**src/rtl/tick_sched_pkg.sv**
```systemverilog
// tick_sched_pkg
//   Shared constants and types for the tick scheduler: counter width,
//   reset divisors, the smallest legal divisor, channel count and the
//   config-port arbiter state encoding.
package tick_sched_pkg;

   localparam int CW       = 27;          // divisor / counter width
   localparam int DEF_DIV0 = 100000000;   // ch0: 1 Hz at 100 MHz
   localparam int DEF_DIV1 = 10000000;    // ch1: 10 Hz at 100 MHz
   localparam int MIN_DIV  = 2;           // smallest tick period in cycles
   localparam int NCH      = 2;           // number of channels

   typedef enum logic {
      ARB = 1'b0,   // looking for a requester to grant
      ACK = 1'b1    // acknowledging the write just taken
   } arb_state_t;

endpackage

```
**src/rtl/tick_chan.sv**
```systemverilog
// tick_chan
//   One scheduler channel: a 0..div-1 counter that emits a one-cycle tick
//   and toggles a square wave on every wrap. New divisors arrive through a
//   pending register and are applied only on a wrap or a clear, so the
//   output never sees a truncated or stretched period.
//
//   Ports:
//     clk, rst   clock, asynchronous active-low reset
//     run        level enable; when low cnt/sq/pend hold and tick is 0
//     clr        synchronous restart; also applies a pending divisor
//     wr, wdiv   divisor write strobe and value (0/1 coerced to MIN_DIV)
//     tick       registered one-cycle pulse, raised on the wrap edge
//     sq         square wave, toggles on each wrap
//     pend       a written divisor is waiting to be applied
module tick_chan #(
   parameter int            CW      = 27,
   parameter logic [CW-1:0] DEF_DIV = 4
) (
   input  logic          clk,
   input  logic          rst,
   input  logic          run,
   input  logic          clr,
   input  logic          wr,
   input  logic [CW-1:0] wdiv,
   output logic          tick,
   output logic          sq,
   output logic          pend
);
   import tick_sched_pkg::*;

   localparam logic [CW-1:0] MIN_D = CW'(MIN_DIV);

   logic [CW-1:0] cnt;
   logic [CW-1:0] div;
   logic [CW-1:0] pdiv;
   logic [CW-1:0] wdiv_c;
   logic          wrap;
   logic          apply;

   // div is never below MIN_D, so div-1 cannot underflow and cnt stays < div.
   assign wrap   = (cnt == div - 1'b1);
   assign apply  = pend && (clr || (run && wrap));
   assign wdiv_c = (wdiv < MIN_D) ? MIN_D : wdiv;

   always_ff @(posedge clk or negedge rst) begin
      if (!rst) begin
         cnt  <= '0;
         div  <= DEF_DIV;
         pdiv <= DEF_DIV;
         pend <= 1'b0;
         tick <= 1'b0;
         sq   <= 1'b0;
      end else begin
         if (clr) begin
            cnt  <= '0;
            sq   <= 1'b0;
            tick <= 1'b0;
         end else if (run) begin
            tick <= wrap;
            if (wrap) begin
               cnt <= '0;
               sq  <= ~sq;
            end else begin
               cnt <= cnt + 1'b1;
            end
         end else begin
            tick <= 1'b0;
         end

         // The apply uses the value pending before this edge; a write on
         // the same edge lands in pdiv and keeps pend set.
         if (apply) begin
            div <= pdiv;
         end
         if (wr) begin
            pdiv <= wdiv_c;
            pend <= 1'b1;
         end else if (apply) begin
            pend <= 1'b0;
         end
      end
   end

endmodule

```
**src/rtl/tick_sched.sv**
```systemverilog
// tick_sched
//   Two-channel programmable tick / clock-enable scheduler. ch0 drives
//   timekeeping, ch1 drives sound. Two requesters share one config write
//   port under round-robin arbitration.
//
//   Handshake: a requester holds cfg_req[r] with its cfg_chr/cfg_divr stable
//   until cfg_ack[r] pulses. The write is captured in the ARB cycle that
//   grants it; cfg_ack follows one cycle later. A req still high after the
//   ack cycle is taken as a new write.
//
//   Ports:
//     clk, rst            clock, asynchronous active-low reset
//     run[1:0], clr[1:0]  per-channel run level and restart pulse
//     cfg_req[1:0]        per-requester write request
//     cfg_ch0/cfg_div0    requester 0 target channel / divisor
//     cfg_ch1/cfg_div1    requester 1 target channel / divisor
//     cfg_ack[1:0]        one-cycle accept pulse per requester
//     tick, sq, pend      per-channel tick, square wave, pending flag
module tick_sched #(
   parameter int CW       = tick_sched_pkg::CW,
   parameter int DEF_DIV0 = tick_sched_pkg::DEF_DIV0,
   parameter int DEF_DIV1 = tick_sched_pkg::DEF_DIV1
) (
   input  logic          clk,
   input  logic          rst,
   input  logic [1:0]    run,
   input  logic [1:0]    clr,
   input  logic [1:0]    cfg_req,
   input  logic          cfg_ch0,
   input  logic [CW-1:0] cfg_div0,
   input  logic          cfg_ch1,
   input  logic [CW-1:0] cfg_div1,
   output logic [1:0]    cfg_ack,
   output logic [1:0]    tick,
   output logic [1:0]    sq,
   output logic [1:0]    pend
);
   import tick_sched_pkg::*;

   arb_state_t     state_q, state_d;
   logic           rr_q, rr_d;     // requester preferred when both ask
   logic           win_q, win_d;   // requester granted, acked next cycle
   logic           sel_win;
   logic           wr_ch;
   logic [CW-1:0]  wr_div;
   logic [NCH-1:0] wr_en;

   always_ff @(posedge clk or negedge rst) begin
      if (!rst) begin
         state_q <= ARB;
         rr_q    <= 1'b0;
         win_q   <= 1'b0;
      end else begin
         state_q <= state_d;
         rr_q    <= rr_d;
         win_q   <= win_d;
      end
   end

   always_comb begin
      state_d = state_q;
      rr_d    = rr_q;
      win_d   = win_q;
      sel_win = 1'b0;
      wr_ch   = 1'b0;
      wr_div  = '0;
      wr_en   = '0;
      cfg_ack = '0;
      case (state_q)
         ARB: begin
            if (|cfg_req) begin
               sel_win       = (&cfg_req) ? rr_q : cfg_req[1];
               wr_ch         = sel_win ? cfg_ch1  : cfg_ch0;
               wr_div        = sel_win ? cfg_div1 : cfg_div0;
               wr_en[wr_ch]  = 1'b1;
               win_d         = sel_win;
               state_d       = ACK;
            end
         end
         ACK: begin
            cfg_ack[win_q] = 1'b1;
            rr_d           = ~win_q;
            state_d        = ARB;
         end
         default: state_d = ARB;
      endcase
   end

   for (genvar i = 0; i < NCH; i++) begin : g_chan
      tick_chan #(
         .CW      (CW),
         .DEF_DIV ((i == 0) ? CW'(DEF_DIV0) : CW'(DEF_DIV1))
      ) u_chan (
         .clk  (clk),
         .rst  (rst),
         .run  (run[i]),
         .clr  (clr[i]),
         .wr   (wr_en[i]),
         .wdiv (wr_div),
         .tick (tick[i]),
         .sq   (sq[i]),
         .pend (pend[i])
      );
   end

endmodule

```
**config.mk**
```make
export PLATFORM = sky130hd
export DESIGN_NAME = tick_sched
export DESIGN_NICKNAME = d
export VERILOG_FILES = /design/src/rtl/tick_sched_pkg.sv /design/src/rtl/tick_chan.sv /design/src/rtl/tick_sched.sv
export SDC_FILE = /design/constraint.sdc
export NUM_CORES = 1
export LEC_CHECK = 0
export ABC_AREA = 1
export ABC_CLOCK_PERIOD_IN_PS = 2400
export CAP_MARGIN = 20
export CELL_PAD_IN_SITES_DETAIL_PLACEMENT = 1
export CELL_PAD_IN_SITES_GLOBAL_PLACEMENT = 1
export CORE_MARGIN = 5
export CORE_UTILIZATION = 40
export CTS_BUF_LIST = sky130_fd_sc_hd__clkbuf_8
export DETAILED_ROUTE_END_ITERATION = 7
export HOLD_SLACK_MARGIN = 0.03
export PLACE_DENSITY = 0.78
export SLEW_MARGIN = 25
export SYNTH_ARGS = -nofsm -noshare
export SYNTH_HDL_FRONTEND = slang
export SYNTH_SLANG_ARGS = --single-unit
```
**constraint.sdc**
```tcl
create_clock -name clk -period 2.4 [get_ports clk]
set_clock_uncertainty 0.05 [all_clocks]
set_input_delay 0.24 -clock clk [delete_from_list [all_inputs] [get_ports clk]]
set_output_delay 0.24 -clock clk [all_outputs]
set_load 0.005 [all_outputs]
```
-- Yosys cells after proc, flatten, opt, wreduce, memory -nomap -nowiden
Cells that the tools add are included.
- word-level logic and storage cells: 84
- output and inout port bits: 8
- input bits: 64
- flip-flop bits (word level): 171
- order comparisons: 5
- multiplexer cells: 35
- $add $sub $neg: 4
- eq/ne operators: 2
- bitwise logic cells: 4
- reductions and logical operators: 19
- operator list (cell ; count):
    27-bit two-way mux ; 10
    27-bit by 1-bit adder with 27-bit output (second input constant) ; 2
    27-bit == test ; 2
    27-bit by 1-bit subtractor with 27-bit output (second input constant) ; 2
    27-bit by 2-bit less-than comparator with 1-bit output (second input constant) ; 1
    1-bit two-way mux ; 19
    2-bit nonzero test ; 6
    2-bit AND reduction ; 4
    1-bit logical AND ; 6
    2-bit two-way mux ; 3
    1-bit by 2-bit less-than comparator with 1-bit output (second input constant) ; 2
    1-bit NOT ; 4
    1-bit demux with 1-bit select ; 2
    1-bit greater-or-equal comparator (second input constant) ; 2
    1-bit logical OR ; 2
    1-bit case mux with 2 select lines ; 1
    2-bit OR reduction ; 1

-- Depth between registers and ports, before layout
- word-level depth: 10
- depth in mapped cells: 19
- depth with buffers taken out: 18

-- By module
From an unflattened synthesis, not the netlist that was laid out.
- cells, all modules: 1603
- area, all modules: 10969.3 µm²
- modules (own cells, without submodules) (module ; cells each ; times used ; seq. area each (µm²) ; area each (µm²)):
    tick_chan (g_chan[0].u_chan) ; 715 ; 1 ; 2132.0 ; 5101.1
    tick_chan (g_chan[1].u_chan) ; 715 ; 1 ; 2122.0 ; 5091.1
    tick_sched ; 173 ; 1 ; 75.1 ; 777.0

-- Worst setup path before layout
OpenSTA, ideal clock, no wires.
- path type: flip-flop to flip-flop
- start: register g_chan[0].u_chan.div[0]
- end: register g_chan[0].u_chan.div[7]
- arrival time: 2.188 ns
- stages on the path, launching flop included: 16
- path buffers: 1
- clock period less this slack: 2.355 ns
- path slack: 0.045 ns
- data required time: 2.233 ns
- setup time: 0.117 ns
- cells stage by stage: dfrtp_1 inv_1 ha_1 nand3_4 nor2_4 nand3_1 nor2_1 nand2_1 xnor2_1 nor2_1 nand3_2 nand2_2 nand3_4 buf_6 nand2_1 nand2_1
- cells in the longest elaborated chain, start to end: 5
- ends and longest elaborated chain (item ; line ; text):
    from (decl) ; tick_chan.sv:34 ; logic [CW-1:0] div;
    from (signal assigned) ; tick_chan.sv:73 ; div <= pdiv;
    27-bit by 1-bit subtractor with 27-bit output ; tick_chan.sv:41 ; assign wrap = (cnt == div - 1'b1);
    27-bit == test ; tick_chan.sv:41 ;
    1-bit logical AND ; tick_chan.sv:42 ; assign apply = pend && (clr || (run && wrap));
    1-bit logical OR ; tick_chan.sv:42 ;
    1-bit logical AND ; tick_chan.sv:42 ;
Every way passes these cells.
A chain may end at the register's enable or synchronous reset.

-- Worst setup path after layout
- start: register g_chan[0].u_chan.div[14]
- end: register g_chan[0].u_chan.div[7]
The elaborated chain is that of the path after synthesis.

==> reports/results.txt <==
Setup slack on the worst reg-to-reg path comes out at -0.29 ns. Leading register cell type out of synthesis: sky130_fd_sc_hd__dfrtp_1. The met3 demand-to-capacity share in global routing is 0.0387, and the post-route antenna net violation count is 0. Setup total negative slack on the finished layout was measured at -16.73 ns. The clock tree buffer depth came out at 2. First-pass GRT wire length: 61700 µm. From left edge to right edge, the die measures 174 µm. The wire-length estimate of the detail-placed layout is 28500 µm. The run gives 0.48 ns as the clock latency on the worst-skew pair. Among the stages of the critical path, the cell type that occurs most often is sky130_fd_sc_hd__nand2_1.

The run gives 60 as the number of placement rows. After detailed routing, the total wire length is 41200 µm. In the final routed layout, each cell accounts on average for 20.0 µm.

The critical path in this run is classified as reg -> reg. Synthesis produced a netlist whose cell count is 1511. STA puts the critical path data required time at 2.71 ns. The class of the tightest hold or removal check was in -> async.

The max-slew violation count was 0. The most critical setup path has its endpoint at g_chan[0].u_chan.div[7]$_DFFE_PN0P_. In this run the critical register-to-register path is captured at g_chan[0].u_chan.div[7]$_DFFE_PN0P_. The vias after detailed routing is 11300, and the number of buffer and inverter instances along the worst setup path is 1.

The number of optimization iterations in the first detailed-route pass is 5, and the TritonCTS buffer count is 17. The worst register-to-register path has a depth of 15. The power per unit of standard cell area was 1020 nW/µm². For the initial standard-cell utilization of the core, the log shows 0.403. STA puts the critical path data arrival time at 3.00 ns. The sink count of the clock tree came out at 171.

The tools report the relative max-transition margin as 0.568. The worst setup path is captured at a flip-flop. The most used standard cell by instance count after synthesis is sky130_fd_sc_hd__nand2_1. The fraction of layout cells with a size suffix above 1 is 0.231, and the hold violation total from the final report is 0. For this block, the initial DRC count from the detailed router was 629.

The measured slew at the worst slew-check pin was 0.648 ns. In this run the critical register-to-register path is launched from g_chan[0].u_chan.div[14]$_DFFE_PN1P_. The number of failing setup endpoints in the final timing report is 109. The critical path goes through nor2_1, nand2_1, nor2_1, nand2_1, o21ai_1, nand2_1, nor2_2, nand2_1, nor2_2, nand3_2, nand2_4, nand3_4, clkbuf_16, nand2_4, nand2_2. The number of cells on the critical path was 15; the delay of the slowest cell on the worst path was 0.43 ns.

Counting flops with a built-in enable in the synthesized netlist gives 0. By count the netlist is led by 464 x sky130_fd_sc_hd__nand2_1, 210 x sky130_fd_sc_hd__nor2_1, 131 x sky130_fd_sc_hd__dfrtp_1, 126 x sky130_fd_sc_hd__inv_1, 112 x sky130_fd_sc_hd__o21ai_0. After synthesis, the mean cell area works out to 7.13 µm².

The checks that failed: setup timing. The achievable clock frequency was 0.371 GHz. The tree is rooted in a sky130_fd_sc_hd__clkbuf_8.

The global routing usage summed across all routing layers was 0.251; the largest net degree at the start of global routing was 64. The number of nets produced by synthesis is 1579. In the routed design, unresolved DRC markers number 0. The region available for standard cell placement spans 26700 µm². The post-synthesis to final-layout area growth was 30.7%; the static power due to leakage was 6.66 nW.

Setup repair after global routing could not meet its margin everywhere. The weighted congestion at the end of routability-driven global placement came out at 0.913. In the routed layout, each cell is associated on average with a via count of 5.48. The met1 routing resource usage after global routing is 0.331, and the proportion of synthesized flip-flops having asynchronous set or reset is 1.00. The die covers 30300 µm².

The register area share after synthesis was 0.402; the highest net fanout along the worst path was 7. Cell family with the largest share of critical-path delay: simple AND/OR/NAND/NOR gates. The worst-case IR drop observed on VDD is 489 µV. The tools report the maximum level of the CTS H-tree as 4. The flop and latch count out of synthesis came out at 171. Tracing the worst setup path back leads to its startpoint at g_chan[0].u_chan.div[14]$_DFFE_PN1P_. By area the synthesized netlist is led by sky130_fd_sc_hd__dfrtp_1 30%, sky130_fd_sc_hd__nand2_1 16%, sky130_fd_sc_hd__dfstp_2 9.8%. Max-cap violations in this run came to 0. Summed over all instances, the cell type with the most area after synthesis is sky130_fd_sc_hd__dfrtp_1. The clock transition at the registers of the reported paths is 0.12 ns. The portion of synthesized cell area occupied by the leading cell type was 0.304; the mapped cell area was 10800 µm². The tools report the overall overflow remaining after global route as 0.

The worst hold slack after final layout is 0.237 ns. Slowest stage cell on the critical path: sky130_fd_sc_hd__dfstp_2. For the met2 track demand over resource, the log shows 0.429. For this run, the post-layout net count is 1778. The run gives 11800 as the via count of the first global-routing pass. The synthesized netlist contains 41 unique library cells. The count of fill cells added during filler insertion was 3317; the initial antenna violation count was 1.

After global routing, the most crowded layer is met2. The run finished, with violations left. The final cycle utilization of the critical path is 1.12. The tools report the number of I/O pins as 72. During synthesis, Yosys emitted a total of 0 warnings. During placement, the flow inserted port buffers numbering 71. Die height: 174 µm. TritonCTS built the clock tree. The count of inserted antenna diode cells is 0. Subtracting the final worst setup slack from the clock period gives 2.69 ns. The tools report the final worst slack as -0.292 ns. The startpoint type of the worst setup path is a flip-flop.
==> power by group <==
part / leakage [nW] / internal [mW] / switching [mW]
clock: 0.204 / 0.798 / 1.37
combinational: 4.29 / 3.03 / 4.71
sequential: 2.16 / 3.63 / 0.793
==> flip-flops by register name, summed over array words and instances (netlist names) <==
signal / flops
g_chan.u_chan.cnt: 54
g_chan.u_chan.div: 54
g_chan.u_chan.pdiv: 54
g_chan.u_chan.pend: 2
g_chan.u_chan.sq: 2
g_chan.u_chan.tick: 2
rr_q: 1
state_q: 1
win_q: 1
==> how the worst min path moves through the flow <==
stage / startpoint / end / cells after the start
after detailed placement: rst / g_chan[1].u_chan.pdiv[25]$_DFFE_PN0P_ / 1
final: rst / g_chan[1].u_chan.pdiv[25]$_DFFE_PN0P_ / 2
after global placement: rst / g_chan[1].u_chan.pdiv[22]$_DFFE_PN0P_ / 1
after global routing: rst / g_chan[1].u_chan.pdiv[22]$_DFFE_PN0P_ / 2
after floorplan: rst / g_chan[0].u_chan.cnt[0]$_DFFE_PN0P_ / 0
after CTS: rst / g_chan[1].u_chan.pdiv[25]$_DFFE_PN0P_ / 2
==> final cells by class <==
type | count | area, µm² | share of cell area
Clock buffer | 17 | 234 | 0.0166
Clock inverter | 15 | 168 | 0.0119
Inverter | 135 | 509 | 0.0362
Multi-Input combinational cell | 1155 | 6170 | 0.438
Sequential cell | 171 | 4340 | 0.308
Tap cell | 341 | 427 | 0.0303
Timing Repair Buffer | 230 | 2230 | 0.158
==> placed cells by master (no fill, tap or decap), types with 5 or more instances in the layout <==
cell type and instances:
sky130_fd_sc_hd__o21ai_2 8, sky130_fd_sc_hd__nor4_1 8, sky130_fd_sc_hd__xnor2_1 26, sky130_fd_sc_hd__nand4_1 105, sky130_fd_sc_hd__inv_1 123, sky130_fd_sc_hd__o21ai_0 94
sky130_fd_sc_hd__inv_2 10, sky130_fd_sc_hd__nand2_2 47, sky130_fd_sc_hd__dfstp_2 40, sky130_fd_sc_hd__nor2_2 29, sky130_fd_sc_hd__dfrtp_1 121, sky130_fd_sc_hd__o21ai_1 19
sky130_fd_sc_hd__nand3_4 8, sky130_fd_sc_hd__nor2_1 183, sky130_fd_sc_hd__buf_12 14, sky130_fd_sc_hd__nand3b_1 15, sky130_fd_sc_hd__buf_4 129, sky130_fd_sc_hd__nor3_1 12
sky130_fd_sc_hd__nand2_1 410, sky130_fd_sc_hd__nor2_4 16, sky130_fd_sc_hd__xor2_1 59, sky130_fd_sc_hd__buf_6 10, sky130_fd_sc_hd__nand2_4 11, sky130_fd_sc_hd__nand3_2 11
sky130_fd_sc_hd__inv_8 5, sky130_fd_sc_hd__nand3_1 61, sky130_fd_sc_hd__clkbuf_8 17, sky130_fd_sc_hd__dfrtp_2 10, sky130_fd_sc_hd__clkdlybuf4s50_1 70
==> cells by family (layout without fill, tap and decap cells) <==
family                     Yosys count  in the layout  synth area share
DFF                                171            171             0.402
AOI/OAI and AO/OA                  131            131            0.0625
adders and majority gates            4              4           0.00465
and+or+nand+nor                    930            935             0.385
xor gates and xnor gates            85             85            0.0691
buffers and inverters              190            397            0.0774
==> per-stage QoR <==
step	cell area (µm²)	worst slack [ns]	instances	utilization	power, mW
floorplan	10800	0.0449	1511	-	8.18
global placement	12700	-0.235	2000	0.476	10.5
detailed placement	12700	-0.253	2000	0.476	10.8
CTS	13600	-0.0956	2052	0.508	13.6
global route	14100	-0.389	2064	0.527	15.2
finish	14100	-0.292	2064	0.527	14.3
==> timing repair <==
| action | 4_1_cts | 5_1_grt |
|---|---|---|
| buffers inserted | 13 | 7 |
| resized for setup | 68 | 117 |
| pin swaps | 26 | 23 |
| endpoints found under the hold margin | 37 | 0 |
| hold buffers | 1 | 0 |
| gates cloned | 6 | 5 |
| setup endpoints to repair | 110 | 124 |
==> layer usage <==
metal	vias up	wire [µm]
li1	5296	-
met1	5540	17400
met2	387	20200
met3	96	2140
met4	2	1450
met5	-	13
(Power assumes the default switching activity.)
